--- src/rtl/axi_arb_pkg.sv ---
// Shared types and constants for the AXI master arbiter and its round-robin picker.
// Purely declarative: no logic, no latency, no flow control.
package axi_arb_pkg;

    typedef enum logic [1:0] {
        IDLE  = 2'd0,
        GRANT = 2'd1,
        BUSY  = 2'd2
    } arb_state_e;

    localparam int DefaultMaster  = 0;
    localparam int MaxMasterCount = 8;

endpackage

--- src/rtl/rr_pick.sv ---
// Combinational round-robin picker: first set request at or after ptr_i+1, wrapping modulo N.
// Zero latency; no flow control, found_o is low when req_i is empty.
module rr_pick #(
    parameter int N = 2,
    parameter int W = $clog2(N)
) (
    input  logic [N-1:0] req_i,
    input  logic [W-1:0] ptr_i,
    output logic [W-1:0] idx_o,
    output logic         found_o
);

    logic [W-1:0] cand;
    logic         hit;

    always_comb begin
        idx_o = '0;
        hit   = 1'b0;
        cand  = '0;
        for (int k = 1; k <= N; k++) begin
            cand = W'((int'(ptr_i) + k) % N);
            if (!hit && req_i[cand]) begin
                hit   = 1'b1;
                idx_o = cand;
            end
        end
        found_o = hit;
    end

endmodule

--- src/rtl/axi_master_arbiter.sv ---
// Round-robin AXI master arbiter; grant registered one cycle after request, held from address to final response.
// Waiting masters simply keep VALID high; optional watchdog release under ARB_WATCHDOG_EN.
module axi_master_arbiter
    import axi_arb_pkg::*;
#(
    parameter int MasterCount    = 2,
    parameter int SelMasterCount = $clog2(MasterCount),
    parameter int WdtCycles      = 1024
) (
    input  logic                      ACLK,
    input  logic                      ARESETn,
    input  logic [MasterCount-1:0]    VALID_Master,
    input  logic                      AddrHandShake,
    input  logic                      RespHandShake,
    output logic [SelMasterCount-1:0] sel_Master,
    output logic                      grant_valid,
    output logic [MasterCount-1:0]    grant_onehot,
    output logic                      wdt_err
);

    if (MasterCount < 2 || MasterCount > MaxMasterCount ||
        SelMasterCount != $clog2(MasterCount) || WdtCycles < 2) begin : g_bad_params
        $error("axi_master_arbiter: illegal parameter set");
    end

    arb_state_e                state_q, state_d;
    logic [SelMasterCount-1:0] sel_q, sel_d;
    logic [SelMasterCount-1:0] ptr_q, ptr_d;
    logic [SelMasterCount-1:0] pick_idx;
    logic                      pick_found;
    logic                      wdt_fire;

    rr_pick #(
        .N (MasterCount),
        .W (SelMasterCount)
    ) u_pick (
        .req_i   (VALID_Master),
        .ptr_i   (ptr_q),
        .idx_o   (pick_idx),
        .found_o (pick_found)
    );

    always_ff @(posedge ACLK) begin
        if (!ARESETn) begin
            state_q <= IDLE;
            sel_q   <= SelMasterCount'(DefaultMaster);
            ptr_q   <= SelMasterCount'(MasterCount - 1);
        end else begin
            state_q <= state_d;
            sel_q   <= sel_d;
            ptr_q   <= ptr_d;
        end
    end

    always_comb begin
        state_d = state_q;
        sel_d   = sel_q;
        ptr_d   = ptr_q;
        case (state_q)
            IDLE: begin
                if (pick_found) begin
                    sel_d   = pick_idx;
                    state_d = GRANT;
                end
            end
            GRANT: begin
                if (AddrHandShake) state_d = BUSY;
            end
            BUSY: begin
                if (RespHandShake) begin
                    ptr_d   = sel_q;
                    state_d = IDLE;
                end
            end
            default: state_d = IDLE;
        endcase
        // A forced release rotates priority exactly like a completed transaction.
        if (wdt_fire) begin
            ptr_d   = sel_q;
            state_d = IDLE;
        end
    end

    always_comb begin
        grant_valid = (state_q != IDLE);
        sel_Master  = sel_q;
        for (int i = 0; i < MasterCount; i++) begin
            grant_onehot[i] = grant_valid && (sel_q == SelMasterCount'(i));
        end
    end

`ifdef ARB_WATCHDOG_EN
    localparam int WdtW = $clog2(WdtCycles);

    logic [WdtW-1:0] wdt_cnt_q, wdt_cnt_d;
    logic            wdt_err_q;

    // Completing handshake on the limit edge wins over the forced release.
    assign wdt_fire = (wdt_cnt_q == WdtW'(WdtCycles - 1)) &&
                      (((state_q == GRANT) && !AddrHandShake) ||
                       ((state_q == BUSY)  && !RespHandShake));

    always_comb begin
        wdt_cnt_d = (state_q == IDLE) ? '0 : wdt_cnt_q + 1'b1;
    end

    always_ff @(posedge ACLK) begin
        if (!ARESETn) begin
            wdt_cnt_q <= '0;
            wdt_err_q <= 1'b0;
        end else begin
            wdt_cnt_q <= wdt_cnt_d;
            wdt_err_q <= wdt_fire;
        end
    end

    assign wdt_err = wdt_err_q;
`else
    assign wdt_fire = 1'b0;
    assign wdt_err  = 1'b0;
`endif

endmodule

--- config.mk ---
export PLATFORM = sky130hd
export DESIGN_NAME = axi_master_arbiter
export DESIGN_NICKNAME = d
export VERILOG_FILES = /design/src/rtl/axi_arb_pkg.sv /design/src/rtl/rr_pick.sv /design/src/rtl/axi_master_arbiter.sv
export SDC_FILE = /design/constraint.sdc
export NUM_CORES = 1
export LEC_CHECK = 0
export ABC_CLOCK_PERIOD_IN_PS = 2450
export CAP_MARGIN = 10
export CORE_AREA = 2 2 39 41
export DETAILED_ROUTE_END_ITERATION = 8
export DIE_AREA = 0 0 41 43
export DONT_BUFFER_PORTS = 1
export GPL_TIMING_DRIVEN = 0
export PLACE_DENSITY = 0.36
export SLEW_MARGIN = 15
export SYNTH_ARGS = -nofsm -noshare
export SYNTH_HDL_FRONTEND = slang
export SYNTH_SLANG_ARGS = --single-unit
--- constraint.sdc ---
create_clock -name ACLK -period 2.45 [get_ports ACLK]
set_input_delay 0.49 -clock ACLK [delete_from_list [all_inputs] [get_ports ACLK]]
set_output_delay 0.49 -clock ACLK [all_outputs]
set_load 0.005 [all_outputs]
==> results of run 1 <==
## layer usage
layer	part of all wire	wire length, um	GRT usage
met1	0.40	178	0.0609
met2	0.53	235	0.0781
met3	0.063	28	0.0314
met4	0	0	0.0800
met5	0	0	0
## final cells by class
cell class | count | share of cell area
tap | 16 | 0.0762
multi-input combinational | 16 | 0.490
clock buffer | 3 | 0.0857
sequential | 4 | 0.305
inverter | 1 | 0.0143
buffer | 1 | 0.0286
## state kept, by name, summed over array words and instances (netlist names)
| name | cells |
|---|---|
| state_q | 2 |
| sel_Master | 1 |
| ptr_q | 1 |
## worst paths after layout
path | startpoint | to | cells after the start
setup reg to reg | state_q[0] | ptr_q | 2
hold / removal | AddrHandShake | state_q[0] | 1
hold reg to reg | ptr_q | ptr_q | 1
setup / recovery | state_q[0] | grant_onehot[1] | 2
## critical path, delay by kind of cell, from the launching register on
family / cells / cell delay [ps]
flops: 1 / 360
simple gates: 2 / 460
## power breakdown
group	internal [mW]	total [mW]	switching, mW	leakage [nW]
clock network	0.0549	0.0838	0.0289	0.0138
registers	0.0699	0.0762	0.00631	0.0329
logic	0.0125	0.0213	0.00881	0.0493
## cells by family after synthesis
group                  Yosys count
AND/OR/NAND/NOR                 10
buffers and inverters            2
AO/OA/AOI/OAI                    5
other                            1
flip-flops                       4
## metrics by stage
stage / cell area (um2) / utilization
global placement: 240 / 0.174
CTS: 263 / 0.190
global route: 263 / 0.190
finish: 263 / 0.190
detailed placement: 240 / 0.174
floorplan: 220 / -
==> results by group, run 1 <==
Outcome
  • Status: finished clean

Timing
  • Setup violators final: 0
  • Hold WS: 364 ps
  • Final Hold Fails: 0
  • RSZ-0062 raised after global routing: no
  • FMAX: 0.649 GHz
  • Final period demand of the worst path: 1540 ps
  • Final Cycle Share: 0.629
  • Slew Limit Fails: 0
  • Final WS setup: 909 ps
  • Final Skew: 5.41 ps
  • TNS Setup: 0 ps

Routing
  • Wire per inst: 10.8 um
  • DR vias: 168
  • Iteration-0 DRC Markers: 1
  • DR pass1 iterations: 2
  • ANT nets after route: 0
  • # DRC: 0
  • Via density: 4.10
  • WL final: 443 um

Layout
  • Sequential cell area: 80.1 um2
  • Net count, final: 33
  • P&R area growth vs syn: 19.3%
  • FILL cells: 158
  • Share of layout cells above drive strength 1: 0.320
  • Antenna cells: 0
  • Most common cell after layout, fill and taps aside: dfxtp_1
  • Finished Layout Cells: 41
  • Multi-input gate area: 129 um2
  • Commonest cells after routing, fill and taps aside: dfxtp_1 (4), clkbuf_4 (3), nand3b_1 (2)

Setup path
  • Crit path kind: flip-flop to output port
  • Type of origin of the critical path: flip-flop
  • Crit path cell chain: or2_4, and2_1
  • Crit-path max cell delay: 360 ps
  • Critical Path Slowest Stage Cell: dfxtp_1
  • Worst reg2reg setup slack: 1430 ps
  • Data required time at the worst endpoint: 1960 ps
  • Crit path DAT: 1050 ps
  • Critical Path Fanout Max: 8
  • CP Capture Type: output port

Synth
  • Commonest cells post-synth: dfxtp_1 (4), nand3b_1 (2)
  • Post-synthesis cell type count: 18
  • Area leader, netlist: dfxtp_1
  • Post-synthesis async set-or-reset flop share: 0
  • Syn nets: 28
  • Average instance area after synthesis: 10.0 um2
  • Synth area leaders: dfxtp_1 (36%), o32ai_2 (7.4%), nand3b_1 (6.8%), a2111oi_1 (4.5%), a21bo_2 (4.5%)
  • Simple-Gate Fraction of Synth Area: 0.324
  • Post-Synth XOR/XNOR Area: 0
  • Syn Inst Count: 22
  • Post-synth EDFFs: 0
  • Top-count cell post-synth: dfxtp_1
  • Post-Syn Area: 220 um2
  • Synth Register Bits: 4
  • Post-synth top flop: dfxtp_1
  • Synth top area share: 0.364
  • Synth Area in Adders: 0
  • Ys Warns: 0
  • Post-synthesis mux area share: 0
  • Post-synthesis compound-gate area fraction: 0.244
  • Post-synthesis sequential area ratio: 0.364
  • Largest family of logic cells by synthesized area: simple AND/OR/NAND/NOR gates

CTS
  • Longest Clk Path Bufs: 2
  • Clk_lat worst skew: 240 ps
  • Hold_buf cts: 0
  • CTS tree: built
  • CTS buffer count: 3
  • Post-CTS setup buffer count: 0
  • Post-CTS Resized: 0
  • Clock Root Buffer: clkbuf_4
  • CTS Sinks: 4
  • CTS clk-pin slew, worst paths: 40 ps
  • H-Tree Depth: 1

Power and ir drop
  • Maximum VDD drop: 0.132 mV
  • Power Density: 690 nW/um2
  • Leakage: 0.0960 nW
  • Total Power Consumption: 181 uW

Placement
  • Dpl hpwl: 341 um
  • Pre-CTS setup slack: 1140 ps
  • Post-placement cell count: 38
  • Port buffer count: 0
  • GP Congestion: 0.752

Floorplanning
  • Core Area: 1380 um2
  • Total Die Area: 1760 um2
  • Initial cell density of the core: 0.159
  • Top Ports: 11
  • Die H: 43 um
  • Site Rows: 14
  • DIE WIDTH: 41 um

GRT
  • Largest net degree at the start of global routing: 9
  • Gr ovfl total: 0
  • Initial antenna violation count: 0
  • GRT Total Usage: 0.0622
  • Vias in the first global route: 171
  • First-pass GRT wire length: 648 um

Run
  • Max Cap Viol: 0

Hold path
  • Hold Crit Class: input pin to flip-flop
(Power assumes the default switching activity.)
==> run 2, diff against run 1 <==
--- a/config.mk
+++ b/config.mk
@@ -5,14 +5,14 @@
 export SDC_FILE = /design/constraint.sdc
 export NUM_CORES = 1
 export LEC_CHECK = 0
-export ABC_CLOCK_PERIOD_IN_PS = 2450
+export ABC_CLOCK_PERIOD_IN_PS = 1400
 export CAP_MARGIN = 10
 export CORE_AREA = 2 2 39 41
 export DETAILED_ROUTE_END_ITERATION = 8
 export DIE_AREA = 0 0 41 43
 export DONT_BUFFER_PORTS = 1
 export GPL_TIMING_DRIVEN = 0
-export PLACE_DENSITY = 0.36
+export PLACE_DENSITY = 0.37
 export SLEW_MARGIN = 15
 export SYNTH_ARGS = -nofsm -noshare
 export SYNTH_HDL_FRONTEND = slang
==> constraint.sdc (replaced) <==
create_clock -name ACLK -period 1.4 [get_ports ACLK]
set_input_delay 0.28 -clock ACLK [delete_from_list [all_inputs] [get_ports ACLK]]
set_output_delay 0.28 -clock ACLK [all_outputs]
set_load 0.005 [all_outputs]
==> results by group, run 2 (synthesized netlist as in run 1, its figures left out) <==
Layout
  • Largest Register: state_q
  • P&R area growth vs syn: 19.9%
  • Share of layout cells above drive strength 1: 0.360 (+0.0400)
  • Antenna cells: 0 (unchanged)
  • Finished Layout Cells: 41 (unchanged)
  • Commonest cells after routing, fill and taps aside: clkbuf_4 (3), dfxtp_1 (3), nand3b_1 (2)
  • Net count, final: 33 (unchanged)
  • Max FFs per register: 2 (unchanged)

Placement
  • Post-placement cell count: 38 (unchanged)
  • Dpl hpwl: 374 um (+9.6%)
  • GP Congestion: 0.654 (-13%)
  • Port buffer count: 0 (unchanged)

CTS
  • CTS clk-pin slew, worst paths: 30 ps (about the same)
  • Hold_buf cts: 0 (unchanged)
  • CTS Sinks: 4 (unchanged)
  • CTS buffer count: 3 (unchanged)
  • H-Tree Depth: 1 (unchanged)
  • Clock Root Buffer: clkbuf_4
  • Longest Clk Path Bufs: 2 (unchanged)
  • Clk_lat worst skew: 230 ps (about the same)
  • CTS tree: built

Run
  • Max Cap Viol: 0 (unchanged)

Timing
  • Final Hold Fails: 0 (unchanged)
  • RSZ-0062 raised after global routing: no
  • Setup violators final: 0 (unchanged)
  • Slew Limit Fails: 0 (unchanged)
  • FMAX: 0.771 GHz
  • Final period demand of the worst path: 1300 ps
  • Final Skew: 4.24 ps (-1.17 ps)
  • TNS Setup: 0 ps (unchanged)
  • Final Cycle Share: 0.926

Power and ir drop
  • Maximum VDD drop: 0.528 mV (+300%)
  • Leakage: 0.0962 nW (+0.20%)
  • Total Power Consumption: 313 uW (+72%)
  • Power Density: 1180 nW/um2 (+72%)

Routing
  • Via density: 4.27 (+4.2%)
  • ANT nets after route: 0 (unchanged)
  • DR pass1 iterations: 2 (unchanged)
  • Wire per inst: 11.4 um (+5.2%)
  • Iteration-0 DRC Markers: 3 (+2)
  • DR vias: 175 (+4.2%)
  • # DRC: 0 (unchanged)
  • WL final: 466 um (+5.2%)

GRT
  • GRT Total Usage: 0.0703 (+0.00809)
  • Largest net degree at the start of global routing: 9 (unchanged)
  • Initial antenna violation count: 0 (unchanged)
  • Vias in the first global route: 174 (+1.8%)
  • Gr ovfl total: 0 (unchanged)
  • First-pass GRT wire length: 724 um (+12%)

Setup path
  • Crit path cell chain: or2_4, and2_1
  • Type of origin of the critical path: flip-flop
  • Crit path kind: flip-flop to output port
  • Critical Path Slowest Stage Cell: dfxtp_2
  • Worst reg2reg setup slack: 410 ps (-1020 ps)
  • Crit path DAT: 1020 ps (-30 ps)
  • Crit-path max cell delay: 340 ps (-20 ps)
  • End of the critical path: grant_onehot[1]
  • FF-to-FF End: state_q[1]
  • Critical Path Start: state_q[0]
  • CP Capture Type: output port
  • Data required time at the worst endpoint: 1120 ps (-840 ps)
  • Reg2Reg Depth: 2 (unchanged)
  • RR Startpoint: state_q[1]
  • Critical Path Fanout Max: 8 (unchanged)

Outcome
  • Status: finished clean

Floorplanning
  • Top Ports: 11 (unchanged)
  • Initial cell density of the core: 0.159 (unchanged)
  • DIE WIDTH: 41 um (unchanged)
  • Die H: 43 um (unchanged)
  • Total Die Area: 1760 um2 (unchanged)
  • Core Area: 1380 um2 (unchanged)
  • Site Rows: 14 (unchanged)

Hold path
  • Hold Crit Class: input pin to flip-flop
run 2: cell types whose count changed in the layout (fill, tap and decap cells not counted):
cell / change
dfxtp_1: -1
dfxtp_2: +1
run 2: timing repair:
action	CTS	global route
resized for setup	0	1
buffers inserted	0	0
hold endpoints to repair	0	0
endpoints found under the setup margin	0	1
run 2: critical path: cells and delay by family, from the launching register on:
family / cells / cell delay (ps)
and+or+nand+nor: 2 / 450
DFF: 1 / 340
run 2: layer usage:
layer,track usage,routed length (um)
met1,0.0740,195
met2,0.0875,216
met3,0.0838,54
met4,0.0200,0
met5,0,0
run 2: where the power goes:
| part | leakage [nW] | internal, mW | switching (mW) |
|---|---|---|---|
| combinational | 0.0493 | 0.0219 | 0.0162 |
| sequential | 0.0331 | 0.123 | 0.0110 |
| clock | 0.0138 | 0.0957 | 0.0446 |
run 2: metrics by stage:
| stage | hold slack (ps) | worst slack, ps | utilization | cell area [um2] |
|---|---|---|---|---|
| 2_1_floorplan | 391 | 355 | - | 220 |
| 3_3_place_gp | 400 | 312 | 0.174 | 240 |
| 3_5_place_dp | 399 | 311 | 0.174 | 240 |
| 4_1_cts | 149 | 59.0 | 0.190 | 263 |
| 5_1_grt | 148 | 40.4 | 0.191 | 264 |
| 6_report | 150 | 103 | 0.191 | 264 |
run 2: worst min path at each step:
stage                              from          to  slack [ps]  cells after the start
after floorplan           AddrHandShake  state_q[0]         390                      1
after global placement    AddrHandShake  state_q[0]         400                      1
after detailed placement  AddrHandShake  state_q[0]         400                      1
after CTS                 AddrHandShake  state_q[0]         150                      1
after global routing      AddrHandShake  state_q[0]         150                      1
final                     AddrHandShake  state_q[0]         150                      1
run 2: layout make-up:
cell class	instances	area (um2)
fillers	156	1120
multi-input cells	16	129
flip-flops and latches	4	81.3
clock buffers	3	22.5
well taps	16	20.0
plain buffers	1	7.51
inverters	1	3.75
